==> src/rtl/res_station_issue.sv <==
// res_station_issue
//   Unified reservation station with wakeup and in-order-priority select.
//   Renamed instructions enter through a valid/ready dispatch port. They wait
//   in a row until both source operands are ready and their functional unit is
//   free, and then leave through a registered single-issue bundle.
//
// Ports
//   clk, rst_n        single clock (posedge), asynchronous active-low reset
//   disp_valid/ready  dispatch handshake; a transfer happens when both are high
//   disp_op/pd/ps1/ps2/rob, disp_s1_rdy/disp_s2_rdy
//                     renamed instruction fields and source-ready flags
//   wb_valid, wb_tag0/wb_tag1
//                     two completion broadcast lanes used for operand wakeup
//   fu_busy           per-FU busy flags (bit0 ALU0, bit1 ALU1, bit2 MEM)
//   flush             synchronous clear of all rows and of the issue slot
//   iss_*             registered issue bundle (iss_fu: 0 ALU0, 1 ALU1, 2 MEM)
//   occupancy         number of rows in use
module res_station_issue #(
    parameter int unsigned DEPTH = 16,
    parameter int unsigned TAG_W = 6,
    parameter int unsigned ROB_W = 4
) (
    input  logic             clk,
    input  logic             rst_n,
    input  logic             disp_valid,
    output logic             disp_ready,
    input  logic [6:0]       disp_op,
    input  logic [TAG_W-1:0] disp_pd,
    input  logic [TAG_W-1:0] disp_ps1,
    input  logic [TAG_W-1:0] disp_ps2,
    input  logic [ROB_W-1:0] disp_rob,
    input  logic             disp_s1_rdy,
    input  logic             disp_s2_rdy,
    input  logic [1:0]       wb_valid,
    input  logic [TAG_W-1:0] wb_tag0,
    input  logic [TAG_W-1:0] wb_tag1,
    input  logic [2:0]       fu_busy,
    input  logic             flush,
    output logic             iss_valid,
    output logic [6:0]       iss_op,
    output logic [TAG_W-1:0] iss_pd,
    output logic [TAG_W-1:0] iss_ps1,
    output logic [TAG_W-1:0] iss_ps2,
    output logic [ROB_W-1:0] iss_rob,
    output logic [1:0]       iss_fu,
    output logic [4:0]       occupancy
);

    localparam int unsigned IDX_W = (DEPTH > 1) ? $clog2(DEPTH) : 1;

    // Row control state (reset) and row payload (no reset; only read while
    // the row is in use).
    logic [DEPTH-1:0] row_in_use;
    logic [DEPTH-1:0] row_s1_rdy;
    logic [DEPTH-1:0] row_s2_rdy;
    logic [6:0]       row_op  [DEPTH];
    logic [TAG_W-1:0] row_pd  [DEPTH];
    logic [TAG_W-1:0] row_ps1 [DEPTH];
    logic [TAG_W-1:0] row_ps2 [DEPTH];
    logic [ROB_W-1:0] row_rob [DEPTH];
    logic [1:0]       row_fu  [DEPTH];

    logic [DEPTH-1:0] eligible;
    logic [3:0]       busy_ext;
    logic             sel_valid;
    logic [IDX_W-1:0] sel_idx;
    logic             free_found;
    logic [IDX_W-1:0] free_idx;
    logic             disp_fire;
    logic [1:0]       disp_fu;

    // True when either valid broadcast lane carries this tag. Equal tags on
    // both lanes simply OR together.
    function automatic logic wb_hit(input logic [TAG_W-1:0] tag,
                                    input logic [1:0]       vld,
                                    input logic [TAG_W-1:0] t0,
                                    input logic [TAG_W-1:0] t1);
        return (vld[0] && (tag == t0)) || (vld[1] && (tag == t1));
    endfunction

    assign disp_ready = rst_n && !flush && (32'(occupancy) < DEPTH);
    assign disp_fire  = disp_valid && disp_ready && free_found;

    // Loads and stores go to MEM; everything else is split across the two
    // ALUs by ROB index parity.
    assign disp_fu = ((disp_op == 7'b0000011) || (disp_op == 7'b0100011))
                     ? 2'd2 : {1'b0, disp_rob[0]};

    // Encoding 3 never occurs; treat it as busy so it can never be selected.
    assign busy_ext = {1'b1, fu_busy};

    // Eligibility and select work only on state registered at the start of the
    // cycle, so a row woken or dispatched at an edge cannot issue until the
    // following edge.
    always_comb begin
        eligible = '0;
        for (int unsigned i = 0; i < DEPTH; i++) begin
            eligible[i] = row_in_use[i] && row_s1_rdy[i] && row_s2_rdy[i]
                          && !busy_ext[row_fu[i]];
        end
    end

    always_comb begin
        sel_valid = 1'b0;
        sel_idx   = '0;
        for (int unsigned i = 0; i < DEPTH; i++) begin
            if (eligible[i] && !sel_valid) begin
                sel_valid = 1'b1;
                sel_idx   = IDX_W'(i);
            end
        end
    end

    // A row being issued still reads in_use=1 here, so the dispatch in the
    // same cycle always lands in a different row.
    always_comb begin
        free_found = 1'b0;
        free_idx   = '0;
        for (int unsigned i = 0; i < DEPTH; i++) begin
            if (!row_in_use[i] && !free_found) begin
                free_found = 1'b1;
                free_idx   = IDX_W'(i);
            end
        end
    end

    always_ff @(posedge clk or negedge rst_n) begin
        if (!rst_n) begin
            row_in_use <= '0;
            row_s1_rdy <= '0;
            row_s2_rdy <= '0;
            occupancy  <= '0;
            iss_valid  <= 1'b0;
            iss_op     <= '0;
            iss_pd     <= '0;
            iss_ps1    <= '0;
            iss_ps2    <= '0;
            iss_rob    <= '0;
            iss_fu     <= '0;
        end else if (flush) begin
            row_in_use <= '0;
            occupancy  <= '0;
            iss_valid  <= 1'b0;
        end else begin
            for (int unsigned i = 0; i < DEPTH; i++) begin
                if (row_in_use[i]) begin
                    if (wb_hit(row_ps1[i], wb_valid, wb_tag0, wb_tag1))
                        row_s1_rdy[i] <= 1'b1;
                    if (wb_hit(row_ps2[i], wb_valid, wb_tag0, wb_tag1))
                        row_s2_rdy[i] <= 1'b1;
                end
            end

            if (sel_valid) begin
                row_in_use[sel_idx] <= 1'b0;
                iss_valid <= 1'b1;
                iss_op    <= row_op[sel_idx];
                iss_pd    <= row_pd[sel_idx];
                iss_ps1   <= row_ps1[sel_idx];
                iss_ps2   <= row_ps2[sel_idx];
                iss_rob   <= row_rob[sel_idx];
                iss_fu    <= row_fu[sel_idx];
            end else begin
                iss_valid <= 1'b0;
            end

            // Free rows never collide with the wakeup loop above (in_use=0),
            // so these writes are the only ones to row free_idx.
            if (disp_fire) begin
                row_in_use[free_idx] <= 1'b1;
                row_s1_rdy[free_idx] <= disp_s1_rdy
                                        || wb_hit(disp_ps1, wb_valid, wb_tag0, wb_tag1);
                row_s2_rdy[free_idx] <= disp_s2_rdy
                                        || wb_hit(disp_ps2, wb_valid, wb_tag0, wb_tag1);
            end

            occupancy <= occupancy + 5'(disp_fire) - 5'(sel_valid);
        end
    end

    always_ff @(posedge clk) begin
        if (disp_fire) begin
            row_op[free_idx]  <= disp_op;
            row_pd[free_idx]  <= disp_pd;
            row_ps1[free_idx] <= disp_ps1;
            row_ps2[free_idx] <= disp_ps2;
            row_rob[free_idx] <= disp_rob;
            row_fu[free_idx]  <= disp_fu;
        end
    end

endmodule

==> config.mk <==
export PLATFORM = sky130hd
export DESIGN_NAME = res_station_issue
export DESIGN_NICKNAME = d
export VERILOG_FILES = /design/src/rtl/res_station_issue.sv
export SDC_FILE = /design/constraint.sdc
export NUM_CORES = 1
export LEC_CHECK = 0
export CAP_MARGIN = 5
export CORE_ASPECT_RATIO = 1.4
export CORE_MARGIN = 2
export CORE_UTILIZATION = 50
export DETAILED_ROUTE_END_ITERATION = 10
export MAX_ROUTING_LAYER = met4
export PLACE_DENSITY = 0.72
export SYNTH_ARGS = -nofsm -noshare
export SYNTH_HDL_FRONTEND = slang
export SYNTH_SLANG_ARGS = --single-unit
==> constraint.sdc <==
create_clock -name clk -period 6.4 [get_ports clk]
set_input_delay 0.96 -clock clk [delete_from_list [all_inputs] [get_ports clk]]
set_output_delay 0.96 -clock clk [all_outputs]
set_load 0.05 [all_outputs]
==> flow_metrics.tcl, run 1 <==
set metrics [dict create \
    status "completed" \
    drt_iter0_drc 2255 \
    cts_max_path_buffers 3 \
    hp-class "input port to async pin" \
    area_growth_pct 12.80 \
    slowest_stage "nor4b_1" \
    vias_per_cell 6.574 \
    synthFlopType "edfxtp_1" \
    slew_violations 0 \
    leakagePower_nw 11.11 \
    synth_compound_area_share_pct 8.324 \
    crit_path_max_incr_delay_ps 1000 \
    die_area_sq_um 58250 \
    synth.mux.area_fraction_pct 4.635 \
    drc 0 \
    critPathCaptureType "register" \
    fp-row-count 102 \
    dpl_cell_area_sq_um 29840 \
    pre_cts_slack_ps 888.9 \
    clock-root-buffer "clkbuf_16" \
    max_freq_ghz 0.1985 \
    synthCells 2327 \
    fin_skew_ps 23.93 \
    avgSynthCellArea_sq_um 12.10 \
    synth_xor_area_share_pct 12.82 \
    dp_hpwl_microns 64490 \
    cp-start-kind "input port" \
    drtAntennaViolNets 0 \
    worstMarginPinSlew_ps 1331 \
    drv_cap 0 \
    numCtsBuffers 56 \
    yosys-top-cells-area "edfxtp_1 53%, dfrtp_1 7.6%, xor2_1 6.4%, xnor2_1 6.4%, mux2i_1 4.2%" \
    grt_max_degree 66 \
    min_period_ps 5037 \
    met1_usage_pct 42.16 \
    portBuffers 89 \
    start_util_pct 50.71 \
    setup_viol 0 \
    htree_num_levels 2 \
    syn-cell-area_sq_um 28150 \
    grtUsageMet3_pct 7.177 \
    synth.ff_latch_count 581 \
    synth_nets 2385 \
    grt_setup_unrepaired "no" \
    hold_viol_final 0 \
    powerDensity_nw_per_um2 280.8 \
    grt_pass1_vias 20876 \
    yosys.area_share.simple_pct 10.95 \
    die_h_microns 284.8 \
    crit_buf_inv 3 \
    cts.sinks 581 \
    postCtsSetupRepairBufs 0 \
    met2_usage_pct 54.95 \
    slew_headroom_pct 10.33 \
    crit_family "buffers and inverters" \
    routedWlPerCell_microns 31.82 \
    crit_chain "clkdlybuf4s50_1 > mux2_2 > nor3_1 > or2_2 > nor4b_1 > a21o_1 > clkinv_1 > buf_4 > o21ai_0 > a21oi_1 > a31oi_1" \
    core_sq_um 55520 \
    yosysUniqueCellTypes 66 \
    crit_arrival_ps 5590 \
    die_width_microns 204.6 \
    drt_first_pass_iters 8 \
    worst_slack_ps 1363 \
    synth_edf_count 496 \
    synth-warning-count 0 \
    final_area_sq_um 31760 \
    vias 20899 \
    antenna_found_initial 1 \
    setup.worst_path.class "input port to register" \
    cts_hold_buf 0 \
    clk_pin_slew_ps 70 \
    synthAdderAreaFrac_pct 0.2933 \
    pin_count 90 \
    synth_seq_area_share_pct 60.46 \
    hold_ws_ps 244.0 \
    netlist.area_leader.share_pct 52.90 \
    synth_top_family_by_area "XOR/XNOR gates" \
    layout.nets 2462 \
    cts_tree "built" \
    busiest_layer "met2" \
    max-vdd-ir-drop_mv 0.2842 \
    place_congestion 1.063 \
    overflow 0 \
    yosysTopAreaCell "edfxtp_1" \
    grt_usage_pct 35.80 \
    synthArstFlopShare_pct 14.63 \
    grt_pass1_wl_microns 144600 \
    worstPathRequired_ps 6950 \
    worstPathMaxFanout 32 \
    ctsResizeCount 0 \
    clk_latency_ps 650 \
    setup_tns_ps 0 \
    layout-drive-gt1-share_pct 8.449 \
    wirelength_microns 101100 \
    fin_crit_sh_pct 78.71 \
]
## layer usage
| metal | wire, microns | vias up |
|---|---|---|
| met2 | 47230 | 1394 |
| li1 | - | 8735 |
| met1 | 36170 | 10345 |
| met3 | 9229 | 425 |
| met4 | 8512 | 0 |
| met5 | 0 | - |
## cells in the final DEF (no fill, tap or decap), drive strengths merged, types with 9 or more instances in the layout
master,synthesis,layout
o22ai,39,39
nor2,88,88
mux2,9,9
a31oi,12,12
a22oi,9,9
xor2,207,207
xnor2,205,205
nand3,80,80
edfxtp,496,496
mux2i,118,118
inv,31,30
clkinv,1,22
a21oi,196,196
and3,10,10
nand4,76,76
clkdlybuf4s50,0,73
clkbuf,95,75
dfrtp,85,85
nor3,13,13
buf,40,81
o21ai,61,61
a2111oi,17,17
nor4,81,81
nand2,257,257
## metrics by stage
stage | instances | utilization (%) | total power [mW]
2_1_floorplan | 2327 | - | 5.062
3_3_place_gp | 3073 | 53.76 | 5.510
3_5_place_dp | 3073 | 53.76 | 5.526
4_1_cts | 3177 | 57.17 | 8.928
5_1_grt | 3179 | 57.21 | 9.135
6_report | 3179 | 57.21 | 8.917
## sequential cells by signal, indices dropped and copies added, names as in the netlist, 2 cells and up
register	cells
iss_rob	4
iss_ps2	6
row_ps1	96
row_s1_rdy	16
row_pd	96
iss_op	7
row_in_use	16
iss_ps1	6
occupancy	5
row_rob	64
row_ps2	96
row_op	112
iss_pd	6
iss_fu	2
row_fu	32
row_s2_rdy	16
## cell usage after synthesis (5+ instances only)
master,n
a2111oi_0,16
a21oi_1,195
a22oi_1,9
a31oi_1,12
a32oi_1,6
and3_1,10
buf_1,7
buf_2,24
buf_6,5
clkbuf_1,95
dfrtp_1,85
edfxtp_1,496
ha_1,5
inv_1,31
mux2_2,9
mux2i_1,118
nand2_1,257
nand3_1,80
nand4_1,75
nor2_1,88
nor2b_1,5
nor3_1,13
nor4_1,81
nor4b_1,8
o211ai_1,7
o21ai_0,59
o22ai_1,39
o31ai_1,5
o32a_1,7
or4_1,5
xnor2_1,205
xor2_1,207
## worst register-to-register path, delay by kind of cell (launching register included)
kind | cells | cell delay [ps]
DFF | 1 | 820
AOI/OAI and AO/OA | 3 | 700
muxes | 1 | 740
buffers and inverters | 1 | 400
and+or+nand+nor | 5 | 2010
## final timing paths
path                                             end                 startpoint  slack (ps)  cells past startpoint
max                            iss_pd[3]$_DFFE_PN0P_                 fu_busy[0]        1360                     11
min                          row_in_use[0]$_DFF_PN0_                      rst_n         240                      1
max reg2reg                   iss_ps1[4]$_DFFE_PN0P_    row_in_use[4]$_DFF_PN0_        1640                     10
min reg2reg                row_s1_rdy[0]$_DFFE_PN0N_  row_s1_rdy[0]$_DFFE_PN0N_         530                      2
max in group asynchronous      iss_op[4]$_DFFE_PN0P_                      rst_n        4760                      2
min in group clk           row_s1_rdy[0]$_DFFE_PN0N_  row_s1_rdy[0]$_DFFE_PN0N_         530                      2
## where the power goes
part           switching (mW)  internal (mW)  total (mW)  leakage [nW]
registers               0.119           4.23        4.35          5.57
logic                   0.749          0.361        1.11          4.62
clock network            1.51           1.95        3.45         0.916
total                    2.37           6.54        8.92          11.1
## cell families after synthesis
family                   Yosys count
AO/OA/AOI/OAI                    393
XOR/XNOR                         412
adder cells (fa/ha/maj)            6
buffers and inverters            167
flip-flops                       581
multiplexers                     128
AND/OR/NAND/NOR                  640
## cell type report
cell class                 count  area [sq um]
inverter                      32         120.1
fill                        4544         23760
clock inverter                29         349.1
timing repair buffer         154          1330
clock buffer                  75          1544
tap                          728         910.9
sequential                   581         17020
antenna                        1         2.502
multi-input combinational   1579         10480
Note: power is estimated with default switching activity, not from simulation.
==> run 2, diff against run 1 <==
- PLACE_DENSITY: 0.72 -> 0.75
- clock period: 6.4 -> 4.4 ns (I/O delays scaled with it)
==> flow_metrics.tcl, run 2 (synthesis results as in run 1) <==
set metrics [dict create \
    setup_viol 0 \
    layout-drive-gt1-share_pct 11.88 \
    drt_iter0_drc 2657 \
    routedWlPerCell_microns 30.46 \
    portBuffers 89 \
    leakagePower_nw 11.63 \
    drt_first_pass_iters 6 \
    worstMarginPinSlew_ps 1409 \
    clk_pin_slew_ps 70 \
    critPathCaptureType "register" \
    hold_viol_final 0 \
    max_freq_ghz 0.2529 \
    slew_headroom_pct 5.042 \
    cts_hold_buf 0 \
    drtAntennaViolNets 0 \
    setup.worst_path.class "register to register" \
    slew_violations 0 \
    final_common_cell "edfxtp_1" \
    grt_setup_unrepaired "no" \
    cts_max_path_buffers 3 \
    status "completed" \
    layout_common_cells "496 x edfxtp_1, 257 x nand2_1, 207 x xor2_1, 205 x xnor2_1, 195 x a21oi_1" \
    core_sq_um 55520 \
    worstPathRequired_ps 4880 \
    start_util_pct 50.71 \
    drv_cap 0 \
    grt_pass1_vias 21236 \
    clock-root-buffer "clkbuf_16" \
    cts.sinks 581 \
    top_register "row_op" \
    min_period_ps 3954 \
    cts_tree "built" \
    powerDensity_nw_per_um2 386.8 \
    r2r_setup_slack_ps 450 \
    fin_crit_sh_pct 89.87 \
    fin_cells 3280 \
    htree_num_levels 2 \
    multi_input_area_sq_um 10470 \
    crit_chain "nand3_1 > nor4b_1 > or2_2 > o211ai_1 > a211oi_1 > or2_4 > buf_12 > buf_4 > mux2i_1 > o21ai_0 > nor3_1 > a21oi_1" \
    reg2reg_from "row_in_use[14]$_DFF_PN0_" \
    finalPower_mw 12.62 \
    dpl.cell_count 3174 \
    grt_usage_pct 35.46 \
    crit_path_max_incr_delay_ps 540 \
    vias_per_cell 6.426 \
    area_growth_pct 15.89 \
    largest_register_ffs 112 \
    hp-class "input port to async pin" \
    crit_buf_inv 2 \
    wirelength_microns 99920 \
    vias 21076 \
    drc 0 \
    crit_arrival_ps 4440 \
    pin_count 90 \
    place_congestion 1.035 \
    grt_max_degree 60 \
    die_area_sq_um 58250 \
    final_util_pct 58.77 \
    antenna_found_initial 1 \
    worstPathMaxFanout 28 \
    crit_family "simple AND/OR/NAND/NOR gates" \
    grt_pass1_wl_microns 143800 \
    setup_tns_ps 0 \
    slowest_stage "dfrtp_1" \
    numCtsBuffers 55 \
    dpl_cell_area_sq_um 30860 \
    dp_hpwl_microns 68040 \
    postCtsSetupRepairBufs 0 \
    layout.nets 2562 \
    regArea_sq_um 17020 \
    fillers 4491 \
    rr_worst_depth 12 \
    final_area_sq_um 32630 \
    timing.rr.end "iss_rob[2]$_DFFE_PN0P_" \
    fp-row-count 102 \
    clk_latency_ps 630 \
    cp-start-kind "register" \
    fin_skew_ps 21.56 \
    die_h_microns 284.8 \
    ctsResizeCount 0 \
    max-vdd-ir-drop_mv 0.3647 \
    die_width_microns 204.6 \
    overflow 0 \
]
## run 2: layout make-up
type	instances	share of cell area [%]
Inverter	32	0.3681
Clock buffer	78	4.794
Tap cell	728	2.792
Clock inverter	26	0.5867
Timing Repair Buffer	255	7.198
Sequential cell	581	52.17
Multi-Input combinational cell	1579	32.09
Antenna cell	1	0.007670
## run 2: worst max-delay path by stage
stage / from / endpoint / depth (start not counted)
detailed placement: fu_busy[1] / iss_rob[2]$_DFFE_PN0P_ / 13
floorplan: flush / row_fu[10][0]$_DFFE_PP_ / 5
global placement: fu_busy[1] / iss_rob[2]$_DFFE_PN0P_ / 13
finish: row_in_use[14]$_DFF_PN0_ / iss_rob[2]$_DFFE_PN0P_ / 12
global route: row_in_use[14]$_DFF_PN0_ / iss_rob[2]$_DFFE_PN0P_ / 12
CTS: row_in_use[14]$_DFF_PN0_ / iss_rob[2]$_DFFE_PN0P_ / 12
## run 2: layer usage
layer / vias up / share of wire, % / GRT usage, %
met1: 10472 / 36 / 40.79
met5: - / 0 / -
met2: 1284 / 48 / 56.88
met4: 0 / 8.6 / 24.75
li1: 8929 / - / -
met3: 391 / 7.7 / 5.314
## run 2: where the power goes
group	switching, mW	internal (mW)
Combinational	1.08	0.548
Sequential	0.184	6.16
Clock	2.10	2.54
Total	3.37	9.25
## run 2: metrics by stage
| step | hold WS, ps | worst slack [ps] |
|---|---|---|
| after detailed placement | 511.7 | -110.8 |
| final | 81.89 | 445.7 |
| after global routing | 93.86 | 325.3 |
| after CTS | 84.44 | 456.1 |
| after floorplan | 364.4 | 564.2 |
| after global placement | 505.0 | -59.51 |
